### config.mk
export PLATFORM = sky130hd
export DESIGN_NAME = mem_arbiter
export DESIGN_NICKNAME = d
export VERILOG_FILES = /design/src/rtl/mem_arbiter_pkg.sv /design/src/rtl/mem_arbiter.sv
export SDC_FILE = /design/constraint.sdc
export NUM_CORES = 1
export LEC_CHECK = 0
export BUFFER_PORTS_ARGS = -buffer_cell sky130_fd_sc_hd__buf_2
export CORE_MARGIN = 10
export CORE_UTILIZATION = 32
export CTS_CLUSTER_SIZE = 20
export DETAILED_ROUTE_END_ITERATION = 6
export HOLD_SLACK_MARGIN = 0.12
export PLACE_DENSITY = 0.88
export REMOVE_ABC_BUFFERS = 1
export SETUP_SLACK_MARGIN = 0.2
export SLEW_MARGIN = 0
export SYNTH_ARGS = -nofsm -noshare
export SYNTH_HDL_FRONTEND = slang
export SYNTH_SLANG_ARGS = --single-unit
### constraint.sdc
create_clock -name clk -period 3.5 [get_ports clk]
set_input_delay 1.05 -clock clk [delete_from_list [all_inputs] [get_ports clk]]
set_output_delay 1.05 -clock clk [all_outputs]
set_load 0.01 [all_outputs]
### src/rtl/mem_arbiter_pkg.sv
// mem_arbiter_pkg: owner encoding, hold default and round-robin helper shared by the arbiter and its users
package mem_arbiter_pkg;
  typedef enum logic [1:0] {
    OWN_NONE = 2'd0,
    OWN_P0   = 2'd1,
    OWN_P1   = 2'd2
  } owner_t;

  localparam int DEF_MAX_HOLD = 8;

  function automatic logic rr_pick(input logic r0, input logic r1, input logic last);
    return (r0 && r1) ? ~last : r1;
  endfunction
endpackage

### src/rtl/mem_arbiter.sv
// mem_arbiter: two-port round-robin arbiter with bounded lock in front of a single-port synchronous memory
module mem_arbiter
  import mem_arbiter_pkg::*;
#(
  parameter int ADDR_WIDTH = 6,
  parameter int DATA_WIDTH = 16,
  parameter int MAX_HOLD   = DEF_MAX_HOLD
) (
  input  logic                  clk,
  input  logic                  rst_n,
  input  logic                  req0,
  input  logic                  lock0,
  input  logic                  we0,
  input  logic [ADDR_WIDTH-1:0] addr0,
  input  logic [DATA_WIDTH-1:0] wdata0,
  output logic                  gnt0,
  output logic                  rvalid0,
  output logic [DATA_WIDTH-1:0] rdata0,
  input  logic                  req1,
  input  logic                  lock1,
  input  logic                  we1,
  input  logic [ADDR_WIDTH-1:0] addr1,
  input  logic [DATA_WIDTH-1:0] wdata1,
  output logic                  gnt1,
  output logic                  rvalid1,
  output logic [DATA_WIDTH-1:0] rdata1,
  input  logic [DATA_WIDTH-1:0] mem_in,
  output logic                  mem_we,
  output logic [ADDR_WIDTH-1:0] mem_addr,
  output logic [DATA_WIDTH-1:0] mem_data
);
  localparam int HW = $clog2(MAX_HOLD + 1);
  localparam logic [HW-1:0] HOLD_MAX = HW'(MAX_HOLD);

  owner_t owner, owner_nx;
  logic last, win, any, forced, wlock;
  logic [HW-1:0] hold_cnt, hold_nx;
  logic [1:0] rd_pend;

  always_comb begin
    any = req0 | req1;
    forced = (hold_cnt == HOLD_MAX) &&
             (owner == OWN_P0 ? req1 : owner == OWN_P1 ? req0 : 1'b0);
    // a forced rotation always hands the memory to the non-owner
    win = (owner == OWN_P0 && req0 && !forced) ? 1'b0 :
          (owner == OWN_P1 && req1 && !forced) ? 1'b1 :
          forced ? (owner == OWN_P0) : rr_pick(req0, req1, last);
    gnt0 = any && !win;
    gnt1 = any && win;
    wlock = win ? lock1 : lock0;
    owner_nx = (any && wlock) ? (win ? OWN_P1 : OWN_P0) : OWN_NONE;
    hold_nx = (owner_nx == owner && owner != OWN_NONE) ?
              (hold_cnt == HOLD_MAX ? hold_cnt : hold_cnt + 1'b1) : '0;
    mem_we = any && (win ? we1 : we0);
    mem_addr = any ? (win ? addr1 : addr0) : '0;
    mem_data = any ? (win ? wdata1 : wdata0) : '0;
  end

  always_ff @(posedge clk or negedge rst_n) begin
    if (!rst_n) begin
      owner <= OWN_NONE;
      last <= 1'b1;
      hold_cnt <= '0;
      rd_pend <= '0;
    end else begin
      owner <= owner_nx;
      hold_cnt <= hold_nx;
      if (any) last <= win;
      rd_pend <= {gnt1 && !we1, gnt0 && !we0};
    end
  end

  assign rvalid0 = rd_pend[0];
  assign rvalid1 = rd_pend[1];
  assign rdata0 = rvalid0 ? mem_in : '0;
  assign rdata1 = rvalid1 ? mem_in : '0;
endmodule

==> results of run 1 <==
==> layout by cell type (no fill, tap or decap), types with 2 or more instances in the layout <==
cell	n
inv_1	4
a22o_1	23
and2_1	34
xor2_1	2
buf_2	126
nand2_1	3
clkbuf_16	2
a31oi_4	2
nor2b_1	2
dfrtp_1	8
nor2_1	4
buf_4	4
clkbuf_4	3
==> how the worst max path moves through the flow <==
stage	from	to	slack, ps	depth (start not counted)
after CTS	hold_cnt[0]$_DFFE_PN0P_	mem_we	220	8
after detailed placement	hold_cnt[0]$_DFFE_PN0P_	mem_we	440	8
after global placement	req0	mem_data[7]	460	6
after floorplan	hold_cnt[0]$_DFFE_PN0P_	mem_addr[0]	510	6
final	hold_cnt[0]$_DFFE_PN0P_	mem_data[12]	280	8
after global routing	hold_cnt[0]$_DFFE_PN0P_	mem_data[3]	180	8
==> synth_stat cells <==
master	instances
nor3_1	1
and3_1	1
a31oi_1	1
or3_4	1
a21boi_0	1
dfstp_2	1
o21ai_0	2
a31oi_4	2
ha_1	2
a211o_1	1
nand4b_1	1
clkbuf_1	2
and2_1	34
xnor2_1	1
and3b_4	1
nor2b_1	2
nand3_1	1
a21oi_1	1
nor2_1	4
buf_2	3
and2b_1	1
a22o_1	23
nand2_1	3
nand3b_1	1
and3b_1	1
nand2b_1	1
xor2_1	2
o211ai_1	1
inv_1	5
dfrtp_1	8
o31ai_1	1
buf_6	2
==> cell families after synthesis <==
family,after synthesis,synth area share (%)
AO/OA/AOI/OAI,33,30.62
buffers and inverters,12,6.589
adder cells (fa/ha/maj),2,2.584
flip-flops,9,23.39
XOR/XNOR,3,2.714
AND/OR/NAND/NOR,53,34.11
==> worst max-delay path, cell delays in order, from the launching register on <==
cell	delay (ps)
dfrtp_1	370
inv_2	50
ha_2	180
and3b_4	200
or3_4	340
a31oi_4	300
clkbuf_16	220
a22o_1	120
buf_2	130
==> metrics by stage <==
step	utilization (%)	worst slack [ps]
after floorplan	-	506.2
after global placement	56.83	463.4
after detailed placement	56.83	436.1
after CTS	57.89	215.5
after global routing	61.79	175.4
final	61.79	276.3
==> final cells by class <==
cell class              count  area [µm²]
clock buffers               4       26.28
fillers                   260        1081
inverters                   5       18.77
multi-input cells          91       680.7
flip-flops and latches      9       226.5
well taps                  31       38.79
repair buffers            135       757.0
==> flip-flops by register name, summed over array words and instances, names as in the netlist <==
signal and count:
hold_cnt 4, last 1, owner 2, rd_pend 2
==> power groups by stage <==
stage	registers [W]	logic [W]	clock network [W]
global placement	0.000120	0.000193	0
global route	0.000121	0.000236	0.0000884
detailed placement	0.000121	0.000196	0
floorplan	0.000119	0.0000935	0
finish	0.000119	0.000215	0.0000789
CTS	0.000119	0.000197	0.0000821
==> timing repair <==
action                                  CTS  global route
hold endpoints to repair                  0             0
cloned                                    0             3
gates resized for setup                   1             7
buffers inserted                          0             4
pin swaps                                 0             2
endpoints found under the setup margin   23            23
==> per-layer routing <==
| metal | GRT usage (%) | share of wire (%) |
|---|---|---|
| met4 | 3.782 | 0.73 |
| met5 | 0 | 0 |
| met3 | 12.48 | 23 |
| met2 | 24.76 | 45 |
| met1 | 11.80 | 31 |
==> reports/results.md, run 1 <==
• completed — run status
• flop to output pin — startpoint-to-endpoint class of the critical path
• 968.4 µm² — Post-Syn Area
• 0 — antenna violations before repair
• 9 — count of state elements after synthesis
• 4802 µm — Post-Route WL
• 236.5 mW/mm² — PD cells
• 0.002829 mm² — area of the core region
• 75.56% — normalized max-slew margin
• 2 — cell count of the worst hold path
• 0.1493 mV — worst-case vdd ir drop
• 22 — DRT iter0 DRCs
• 34.23% — initial standard-cell utilization of the core
• 1326 — number of global-route vias before repair
• 126 — number of I/O port buffers
• 8.647 µm² — mean post-synth cell area
• 1374 — vias
• 9 — TritonCTS Sinks
• 1.051 nW — Leakage
• 0 — final number of max-transition violations
• 0.001748 mm² — cell area after layout
• 0.001608 mm² — placed inst area
• 92.10% — share of the clock period used by the worst path
• 60 ps — clock transition time at the flip-flop clock pins of the worst setup and hold paths
• 7 — worst-path maximum fanout
• 7 — number of cells traversed by the worst register-to-register path
• and2_1 (22%), a22o_1 (21%), dfrtp_1 (21%) — largest cells by area after synthesis
• 1 — maximum level of the CTS H-tree
• 3224 ps — time the worst path needs with I/O delays and setup
• and2_1 — most area-hungry cell type in the Yosys netlist
• 2450 ps — worst path required time
• 0.005627 mm² — area enclosed by the die boundary
• 0 — grt ovf
• 4012 µm — HPWL Detailed
• 264 — Cells after DPL
• 580.3 ps — worst hold slack across all endpoints
• 59.43% — fraction of final layout cells sized beyond drive strength 1
• last$_DFFE_PN1N_ — hold path start
• 127 — Top-Level Pins
• 80.49% — area added between synthesis and finish
• 112 — Post-Syn Instances
• 2 — Bufs on Longest Clock Path
• hold_cnt[0]$_DFFE_PN0P_ — startpoint of the lowest-slack register-to-register path
• 19.1% — Clk pwr share
• flop to flop — min-delay worst type
• 14.23% — overall fraction of global-route tracks in use
• 315 — number of nets in the finished design
• 4.996 — Vias/cell
• 0 — count of endpoints failing hold in the final timing report
• 0.0001453 W — reported net switching power
• 0.0004133 W — overall power
• 23.39% — register area share after synthesis
• flop — element type at the critical path start
• 1690 ps — internal reg-to-reg setup slack
• 28 — pin count of the biggest net entering global routing
• 310.2 MHz — Fmax achieved
• 260 ps — clock latency reported for the late side of the worst-skew pair
• 0.0002680 W — Internal Dissipation
• 17.46 µm — routed wirelength normalized by instance count
• 0 — Antenna Cells
• 19 — number of rows in the core area
• 362.8 ps — worst-margin pin slew
• 0 — antenna-violating nets left
• 32 — number of distinct library cell variants in the gate-level netlist after synthesis
• false — RSZ-0062 raised after global routing
• done — CTS tree
• 0 ps — total negative setup slack
• 75.01 µm — floorplan die height
• 0.7464 — RD Place Congestion
• 1.405 ps — Final Skew
• 35.17% — Net Sw Frac
• 4 — length of the first detailed-routing pass in iterations
• 0 — CTS Hold Bufs
• 0 — detailed-route DRC error count
• 6348 µm — first-pass GRT wire length
• output pin — type of element capturing the critical path
• 0 — number of warnings issued by yosys
• 28.8% — relative contribution of sequential cells to total power
• clkbuf_4 — clk root buf
• 275 — number of cells in the finished layout apart from fillers
• 0 — final number of setup-violating endpoints
• 0 — Max-cap violations
• last$_DFFE_PN1N_ — sink of the worst hold path
• 75.01 µm — width of the chip
• 3 — total CTS buffers
• 52.1% — Combinational Power Share
• rd_pend[0]$_DFF_PN0_ — Crit Reg-Reg Endpoint
• 21.96% — area fraction of the dominant cell type after synthesis
• 2170 ps — arrival time of the worst setup path
Note: power is estimated with default switching activity, not from simulation.
==> inputs of run 2 (changes only) <==
- CORE_UTILIZATION: 32 -> 28
- PLACE_DENSITY: 0.88 -> 0.82
- SETUP_SLACK_MARGIN: 0.2 -> 0.5
- clock period: 3.5 -> 2.7 ns (I/O delays scaled with it)
==> run 2 against run 1 <==
Against the previous run:
- the run now ends with setup timing left
- die area is 10% higher
- cell area is 11% higher
- clock-buffer cell count is 1 lower
- final cell count is 8.7% higher
- setup slack worse by 560 ps
- critical path type unchanged
==> reports/results.md, run 2 (synthesis results as in run 1) <==
• flop — element type at the critical path start
• 0.3227 mV — worst-case vdd ir drop
• 5316 µm — Post-Route WL
• 25 — final number of setup-violating endpoints
• 12.13 ps — Final Skew
• buf_2 (120), and2_1 (34), a22o_1 (23), buf_6 (10) — highest-count cells in the layout ignoring fill and taps
• 2986 ps — time the worst path needs with I/O delays and setup
• 1 — maximum level of the CTS H-tree
• 127 — Top-Level Pins
• 3853 µm — HPWL Detailed
• 1890 ps — worst path required time
• 73.33% — normalized max-slew margin
• 0 — grt ovf
• done — CTS tree
• 9 — number of cells traversed by the worst register-to-register path
• 308.5 mW/mm² — PD cells
• 0 — Antenna Cells
• flop to output pin — startpoint-to-endpoint class of the critical path
• 0 — antenna-violating nets left
• 62 — DRT iter0 DRCs
• 282 — Cells after DPL
• output pin — type of element capturing the critical path
• setup timing — violated checks
• hold_cnt — largest register by flop count
• 4.796 — Vias/cell
• 0.006211 mm² — area enclosed by the die boundary
• 0 — antenna violations before repair
• -285.9 ps — Final Worst Setup Slack
• 0.0005967 W — overall power
• 3 — total CTS buffers
• 7 — worst-path maximum fanout
• 17.78 µm — routed wirelength normalized by instance count
• 1.128 nW — Leakage
• 0.001674 mm² — placed inst area
• 4 — flip-flop count of the largest register after layout
• rd_pend[0]$_DFF_PN0_ — Crit Reg-Reg Endpoint
• hold_cnt[0]$_DFFE_PN0P_ — startpoint of the lowest-slack register-to-register path
• 61.66% — fraction of final layout cells sized beyond drive strength 1
• 0.003337 mm² — area of the core region
• 280 ps — clock latency reported for the late side of the worst-skew pair
• 0.7842 — RD Place Congestion
• true — RSZ-0062 raised after global routing
• 0 — count of endpoints failing hold in the final timing report
• 0 — CTS Hold Bufs
• 2180 ps — arrival time of the worst setup path
• 770 ps — internal reg-to-reg setup slack
• input port to asynchronous set/reset pin — min-delay worst type
• 29.02% — initial standard-cell utilization of the core
• 78.81 µm — width of the chip
• 126 — number of I/O port buffers
• 0 — Max-cap violations
• 26 — pin count of the biggest net entering global routing
• 7 — length of the first detailed-routing pass in iterations
• 110.6% — share of the clock period used by the worst path
• 324 — number of nets in the finished design
• 1584 — number of global-route vias before repair
• 2 — Bufs on Longest Clock Path
• 21 — number of rows in the core area
• 0 — detailed-route DRC error count
• hold_cnt x4, owner x2, rd_pend x2 — registers with the most flip-flops
• clkbuf_4 — clk root buf
• 0.001934 mm² — cell area after layout
• 7631 µm — first-pass GRT wire length
• 78.81 µm — floorplan die height
• 99.74% — area added between synthesis and finish
• 299 — number of cells in the finished layout apart from fillers
• 80 ps — clock transition time at the flip-flop clock pins of the worst setup and hold paths
• 14.93% — overall fraction of global-route tracks in use
• finished, violations left — run status
• 1434 — vias
• buf_2 — most frequent standard cell in the layout excluding fill and tap cells
• 334.9 MHz — Fmax achieved
• 9 — TritonCTS Sinks
• 0 — final number of max-transition violations
• 395.8 ps — worst-margin pin slew
-- run 2: layer usage --
metal,vias up,wire [µm],global-route usage [%]
li1,683,-,-
met1,649,1779,13.02
met2,94,2693,27.63
met3,8,786,11.37
met4,0,57,1.434
met5,-,0,0
-- run 2: worst max-delay path by stage --
stage	slack (ps)	startpoint	cells after the start	end
finish	-290	hold_cnt[0]$_DFFE_PN0P_	9	mem_data[3]
global route	-330	hold_cnt[0]$_DFFE_PN0P_	10	mem_data[11]
CTS	-190	hold_cnt[1]$_DFFE_PN0P_	9	mem_data[3]
detailed placement	-10	hold_cnt[0]$_DFFE_PN0P_	8	mem_data[3]
global placement	20	hold_cnt[0]$_DFFE_PN0P_	8	mem_data[3]
floorplan	-50	hold_cnt[0]$_DFFE_PN0P_	6	mem_addr[0]
-- run 2: area by class of cell --
cell class                      count  area, µm²
Inverter                            5      18.77
Sequential cell                     9      226.5
Fill cell                         297       1403
Clock inverter                      1      5.005
Clock buffer                        3      22.52
Tap cell                           46      57.56
Multi-Input combinational cell     91      690.7
Timing Repair Buffer              144      913.4
-- run 2: critical path: stages (launching register included) --
cell and delay [ps]:
dfrtp_1 400, inv_2 80, ha_4 160, and3b_4 190, or3_4 330, a31oi_4 200
buf_12 150, buf_12 110, a22o_1 140, buf_2 140
-- run 2: stage by stage --
step | hold slack [ps] | util, % | setup WS [ps] | setup TNS [ps]
final | 371.7 | 57.97 | -285.9 | -6270
after global routing | 384.3 | 57.97 | -334.1 | -7342
after CTS | 382.4 | 55.42 | -186.1 | -3512
after detailed placement | 565.9 | 50.17 | -12.04 | -12.04
after global placement | 559.6 | 50.17 | 18.55 | 0
after floorplan | 514.4 | - | -53.77 | -1237
-- run 2: report_power, final --
part / switching, W / leakage (nW) / total [W] / internal (W)
clock network: 0.0000612 / 0.0177 / 0.000116 / 0.0000549
registers: 0.0000132 / 0.119 / 0.000155 / 0.000142
logic: 0.000143 / 0.991 / 0.000325 / 0.000182
total: 0.000218 / 1.13 / 0.000597 / 0.000379
-- run 2: what timing repair did --
item,4_1_cts,5_1_grt
pin swaps,6,5
setup buffers,6,3
endpoints found under the setup margin,25,25
cloned,2,2
gates resized for setup,10,8
